File: src/rtl/fifo_pkg.sv
// Shared constants and helpers for the parametrised single-clock FIFO family.
package fifo_pkg;

  // Defaults shared by the UART and display FIFO instances.
  localparam int DEF_DATA_W = 8;
  localparam int DEF_DEPTH  = 10;

  // Ceiling log2, never smaller than 1 so that a depth of 2 still gets a
  // 1-bit pointer. Used as clog2(DEPTH) for pointers and clog2(DEPTH+1) for
  // the occupancy counter.
  function automatic int clog2(input int value);
    int res;
    int rem;
    res = 0;
    rem = value - 1;
    while (rem > 0) begin
      res = res + 1;
      rem = rem >> 1;
    end
    if (res < 1) res = 1;
    return res;
  endfunction

endpackage

File: src/rtl/fifo_wrap_ptr.sv
// Registered FIFO pointer: advances on inc, wraps DEPTH-1 -> 0 without any
// power-of-2 assumption, synchronous clear has priority over inc.
module fifo_wrap_ptr
  import fifo_pkg::*;
#(
  parameter int DEPTH = DEF_DEPTH,
  parameter int PTR_W = clog2(DEPTH)
) (
  input  logic             clk,
  input  logic             rst_n,
  input  logic             clr,
  input  logic             inc,
  output logic [PTR_W-1:0] ptr
);

  localparam logic [PTR_W-1:0] LAST = PTR_W'(DEPTH - 1);

  // Pointer register with modulo-DEPTH increment.
  always_ff @(posedge clk or negedge rst_n) begin
    if (!rst_n) begin
      ptr <= '0;
    end else if (clr) begin
      ptr <= '0;
    end else if (inc) begin
      if (ptr == LAST) ptr <= '0;
      else             ptr <= ptr + PTR_W'(1);
    end
  end

endmodule

File: src/rtl/sync_fifo_param.sv
// Parametrised single-clock FIFO with occupancy count, almost-full/empty
// thresholds, sticky overflow/underflow flags and a synchronous flush.
//
// Request semantics: i_wr and i_rd are single-cycle requests sampled on the
// rising edge; there is no stall. A write is accepted when there is room or a
// read is accepted in the same cycle; a read is accepted when count > 0.
// Rejected requests are dropped and recorded in o_overflow / o_underflow.
// Accepted read data appears on o_dout one clock later, qualified by a
// one-cycle o_data_ready pulse. i_clr overrides both requests.
module sync_fifo_param
  import fifo_pkg::*;
#(
  parameter int DATA_W = DEF_DATA_W,
  parameter int DEPTH  = DEF_DEPTH,
  parameter int AF_LVL = 8,
  parameter int AE_LVL = 2,
  parameter int CNT_W  = clog2(DEPTH + 1)
) (
  input  logic              i_clk,
  input  logic              i_rst_n,
  input  logic [DATA_W-1:0] i_din,
  input  logic              i_wr,
  input  logic              i_rd,
  input  logic              i_clr,
  output logic [DATA_W-1:0] o_dout,
  output logic              o_data_ready,
  output logic              o_empty,
  output logic              o_full,
  output logic              o_almost_full,
  output logic              o_almost_empty,
  output logic [CNT_W-1:0]  o_count,
  output logic              o_overflow,
  output logic              o_underflow
);

  localparam int PTR_W = clog2(DEPTH);
  localparam logic [CNT_W-1:0] CNT_FULL = CNT_W'(DEPTH);

  logic [DATA_W-1:0] mem [DEPTH];
  logic [PTR_W-1:0]  wptr;
  logic [PTR_W-1:0]  rptr;
  logic [CNT_W-1:0]  count;

  logic rd_ok;
  logic wr_ok;
  logic rd_acc;
  logic wr_acc;

  // Acceptance decode: a read needs data; a write needs room, or a same-cycle
  // read that frees a slot when full. Flush suppresses both.
  always_comb begin
    rd_ok  = i_rd && (count != '0);
    wr_ok  = i_wr && ((count != CNT_FULL) || rd_ok);
    rd_acc = rd_ok && !i_clr;
    wr_acc = wr_ok && !i_clr;
  end

  fifo_wrap_ptr #(.DEPTH(DEPTH), .PTR_W(PTR_W)) u_wptr (
    .clk   (i_clk),
    .rst_n (i_rst_n),
    .clr   (i_clr),
    .inc   (wr_acc),
    .ptr   (wptr)
  );

  fifo_wrap_ptr #(.DEPTH(DEPTH), .PTR_W(PTR_W)) u_rptr (
    .clk   (i_clk),
    .rst_n (i_rst_n),
    .clr   (i_clr),
    .inc   (rd_acc),
    .ptr   (rptr)
  );

  // Storage write; contents are deliberately not reset.
  always_ff @(posedge i_clk) begin
    if (wr_acc) mem[wptr] <= i_din;
  end

  // Explicit occupancy counter so all DEPTH entries are usable.
  always_ff @(posedge i_clk or negedge i_rst_n) begin
    if (!i_rst_n) begin
      count <= '0;
    end else if (i_clr) begin
      count <= '0;
    end else begin
      case ({wr_acc, rd_acc})
        2'b10:   count <= count + CNT_W'(1);
        2'b01:   count <= count - CNT_W'(1);
        default: count <= count;
      endcase
    end
  end

  // Registered read data, ready pulse and sticky error flags.
  // A same-cycle write to the slot being read cannot disturb it: mem is
  // updated at the same edge, so the read sees the old (oldest) word.
  always_ff @(posedge i_clk or negedge i_rst_n) begin
    if (!i_rst_n) begin
      o_dout       <= '0;
      o_data_ready <= 1'b0;
      o_overflow   <= 1'b0;
      o_underflow  <= 1'b0;
    end else if (i_clr) begin
      o_data_ready <= 1'b0;
      o_overflow   <= 1'b0;
      o_underflow  <= 1'b0;
    end else begin
      o_data_ready <= rd_acc;
      if (rd_acc)          o_dout      <= mem[rptr];
      if (i_wr && !wr_ok)  o_overflow  <= 1'b1;
      if (i_rd && !rd_ok)  o_underflow <= 1'b1;
    end
  end

  // Status flags decoded from the registered count.
  always_comb begin
    o_count        = count;
    o_empty        = (count == '0);
    o_full         = (count == CNT_FULL);
    o_almost_full  = (count >= CNT_W'(AF_LVL));
    o_almost_empty = (count <= CNT_W'(AE_LVL));
  end

endmodule

File: config.mk
export PLATFORM = sky130hd
export DESIGN_NAME = sync_fifo_param
export DESIGN_NICKNAME = d
export VERILOG_FILES = /design/src/rtl/fifo_pkg.sv /design/src/rtl/fifo_wrap_ptr.sv /design/src/rtl/sync_fifo_param.sv
export SDC_FILE = /design/constraint.sdc
export NUM_CORES = 1
export LEC_CHECK = 0
export BUFFER_PORTS_ARGS = -buffer_cell sky130_fd_sc_hd__buf_2
export CAP_MARGIN = 20
export CORE_MARGIN = 10
export CORE_UTILIZATION = 50
export DETAILED_ROUTE_END_ITERATION = 10
export GPL_TIMING_DRIVEN = 0
export PLACE_DENSITY = 0.75
export SETUP_SLACK_MARGIN = 0.3
export SKIP_LAST_GASP = 1
export SLEW_MARGIN = 25
export SYNTH_ARGS = -nofsm -noshare
export SYNTH_HDL_FRONTEND = slang
export SYNTH_HIERARCHICAL = 1
export SYNTH_SLANG_ARGS = --single-unit
File: constraint.sdc
create_clock -name i_clk -period 3.17 [get_ports i_clk]
set_input_delay 0.634 -clock i_clk [delete_from_list [all_inputs] [get_ports i_clk]]
set_output_delay 0.634 -clock i_clk [all_outputs]
set_load 0.005 [all_outputs]
==> results.json <==
{
  "vias": 2409,
  "synthMuxAreaShare_pct": 12.8,
  "hold_viol": 0,
  "synth_nets": 292,
  "port_buffers": 31,
  "final_max_slew_viol_count": 0,
  "grt_pass1_wl_um": 12500,
  "rows": 34,
  "leakage_nw": 1.70,
  "finClkSkew_ps": 17.0,
  "htreeDepth": 3,
  "cp.required_ps": 3180,
  "synth_seq_cells": 103,
  "pin_count": 32,
  "path_class": "flip-flop to flip-flop",
  "dp_hpwl_um": 5530,
  "worst_setup_path_end_kind": "flip-flop",
  "start_util_pct": 50.8,
  "relSlewSlack_pct": 52.2,
  "rsz0062_at_grt": "true",
  "outcome": "finished, final reports clean",
  "n_fill_cell": 705,
  "fin_cells": 429,
  "numClockSinks": 103,
  "grt_remaining_overflow": 0,
  "power_density_nw_per_um2": 607,
  "ctsLongestPathBuffers": 2,
  "first_pass_iters": 4,
  "diodes": 0,
  "cp_data_arrival_time_ps": 2780,
  "synth.avg_cell_area_sq_um": 16.0,
  "drive_gt1_share_pct": 31.2,
  "cts_tree": "yes",
  "setup_violations": 0,
  "die_h_um": 113,
  "worst_slew_pin_slew_ps": 714,
  "clk_latency_ps": 370,
  "die_area_sq_um": 12900,
  "synthSimpleGateAreaFrac_pct": 8.55,
  "syn-cell-area_sq_um": 4360,
  "post_cts_buffers": 0,
  "numPlacedInstances": 413,
  "fmax_ghz": 0.362,
  "drc": 0,
  "clockRootBuffer": "clkbuf_8",
  "clk_pin_slew_ps": 110,
  "min_period_over_period_pct": 87.2,
  "ys_types": 42,
  "synth_top_area_share_pct": 55.1,
  "worst_ir_drop_vdd_v": 0.000230,
  "area_delta_synth_final_pct": 12.6,
  "detail_route.vias_per_cell": 5.62,
  "gp_congestion": 0.753,
  "drt_iter0_drc": 118,
  "track_usage_pct": 12.5,
  "postSynthCellCount": 273,
  "antenna_left": 0,
  "synth.largest_area_cell": "edfxtp_1",
  "fin_tns_setup_ps": 0,
  "yosys-top-cells-area": "edfxtp_1 55%, dfrtp_1 13%, mux4_2 8.3%",
  "critPathLaunchType": "flip-flop",
  "grt_max_degree": 24,
  "synth_warnings": 6,
  "grt_pass1_vias": 2369,
  "hold_path.class": "primary input to asynchronous set/reset pin",
  "async_flop_share_pct": 22.3,
  "chipWidth_um": 113,
  "synth-edff-count": 80,
  "cts_made_buffers": 9,
  "cp_max_fo": 11,
  "wire_per_inst_um": 18.3,
  "cap_violations": 0,
  "synth_top_family_by_area": "multiplexers",
  "cts_hold_buf": 0,
  "synth-xor-area-share_pct": 0.401,
  "nets": 335,
  "dominantRegCellSynth": "edfxtp_1",
  "synthAdderAreaFrac_pct": 1.72,
  "ys_seq_area_share_pct": 68.3,
  "finalCriticalPeriod_ps": 2760,
  "totalWireLength_um": 7850,
  "fin_total_pwr_mw": 2.98,
  "core_sq_um": 8590,
  "antenna_found_initial": 0,
  "synth-compound-area-share_pct": 6.48
}
-- cell usage in the layout (no fill, tap or decap), types with 2 or more instances in the layout --
| master | instances |
|---|---|
| mux2_2 | 9 |
| nand2b_1 | 9 |
| and4b_1 | 2 |
| nor2_2 | 3 |
| mux4_2 | 16 |
| nor3_4 | 2 |
| nand2_1 | 24 |
| a31oi_1 | 2 |
| a21oi_1 | 8 |
| ha_1 | 6 |
| nor2_1 | 6 |
| nor3_2 | 3 |
| clkbuf_8 | 9 |
| inv_1 | 5 |
| nor4_4 | 2 |
| clkbuf_1 | 6 |
| nand3b_1 | 7 |
| inv_6 | 3 |
| a21oi_2 | 2 |
| nor2b_1 | 2 |
| mux2i_1 | 8 |
| nand2_2 | 2 |
| buf_2 | 35 |
| edfxtp_1 | 80 |
| a21boi_0 | 2 |
| o21ai_1 | 2 |
| dfrtp_1 | 23 |
| o21ai_0 | 20 |
| a211o_1 | 2 |
-- flip-flops by register name, indices dropped and copies added, names as in the netlist --
name          count
mem              80
o_dout            8
o_count           4
u_rptr/ptr        4
u_wptr/ptr        4
o_data_ready      1
o_overflow        1
o_underflow       1
-- critical path, cell delays in order, from the launching register on --
cell and delay [ps]:
dfrtp_1 540, and4bb_2 300, nor2b_1 160, nor3_2 500
nand2_1 290, nor2_1 620
-- what timing repair did --
item / 4_1_cts / 5_1_grt
endpoints found under the setup margin: 80 / 37
gates resized for setup: 2 / 5
pin swaps: 0 / 0
-- cells by family after synthesis --
group,Yosys count
adders and majority gates,6
xor gates and xnor gates,2
DFF,103
AOI/OAI and AO/OA,44
muxes,34
and+or+nand+nor,67
buffers and inverters,17
-- final timing paths --
| path | endpoint | start | depth (start not counted) | slack [ps] |
|---|---|---|---|---|
| min in group i_clk | o_dout[5] | o_dout[5] | 2 | 480 |
| setup / recovery | mem[8][0] | o_count[0] | 5 | 410 |
| hold reg to reg | o_dout[5] | o_dout[5] | 2 | 480 |
| max in group asynchronous | u_rptr/ptr[3] | i_rst_n | 1 | 2600 |
| setup reg to reg | mem[8][0] | o_count[0] | 5 | 410 |
| hold / removal | o_dout[3] | i_rst_n | 1 | 220 |
-- metrics by stage --
stage	instance area, sq um	hold slack, ps	setup WS, ps	util, %
after detailed placement	4690	466	-187	54.5
after CTS	4890	222	314	56.9
after global routing	4910	239	216	57.2
after global placement	4650	463	-696	54.1
after floorplan	4360	338	303	-
final	4910	220	406	57.2
-- cell type report --
class | count | area, sq um | share of cell area, %
multi-input cells | 153 | 1370 | 27.8
clock inverters | 7 | 70.1 | 1.43
repair buffers | 32 | 163 | 3.31
flip-flops and latches | 103 | 2980 | 60.6
clock buffers | 9 | 124 | 2.52
plain buffers | 12 | 61.3 | 1.25
well taps | 108 | 135 | 2.75
inverters | 5 | 18.8 | 0.382
-- synthesized netlist by cell type (2+ instances only) --
cell      number
a211o_1        2
a21boi_0       2
a21oi_1        8
a21oi_2        2
a31oi_1        2
and4b_1        2
buf_2          4
clkbuf_1       6
dfrtp_1       23
edfxtp_1      80
ha_1           6
inv_1          5
mux2_2         9
mux2i_1        8
mux4_2        16
nand2_1       24
nand2_2        2
nand2b_1       9
nand3b_1       7
nor2_1         9
nor2b_1        2
nor3_1         5
o21ai_0       20
o21ai_1        2
-- metal layers --
metal	track usage [%]	share of wire (%)	up-vias
met2	20.0	49	58
met5	0	0	-
met4	5.84	1.5	0
met1	15.8	43	1202
met3	2.83	6.2	10
li1	-	-	1139
-- power by group --
group / switching, mW / total [mW] / internal, mW
registers: 0.0758 / 1.62 / 1.54
clock network: 0.487 / 0.794 / 0.307
logic: 0.289 / 0.571 / 0.282
(Power assumes the default switching activity.)
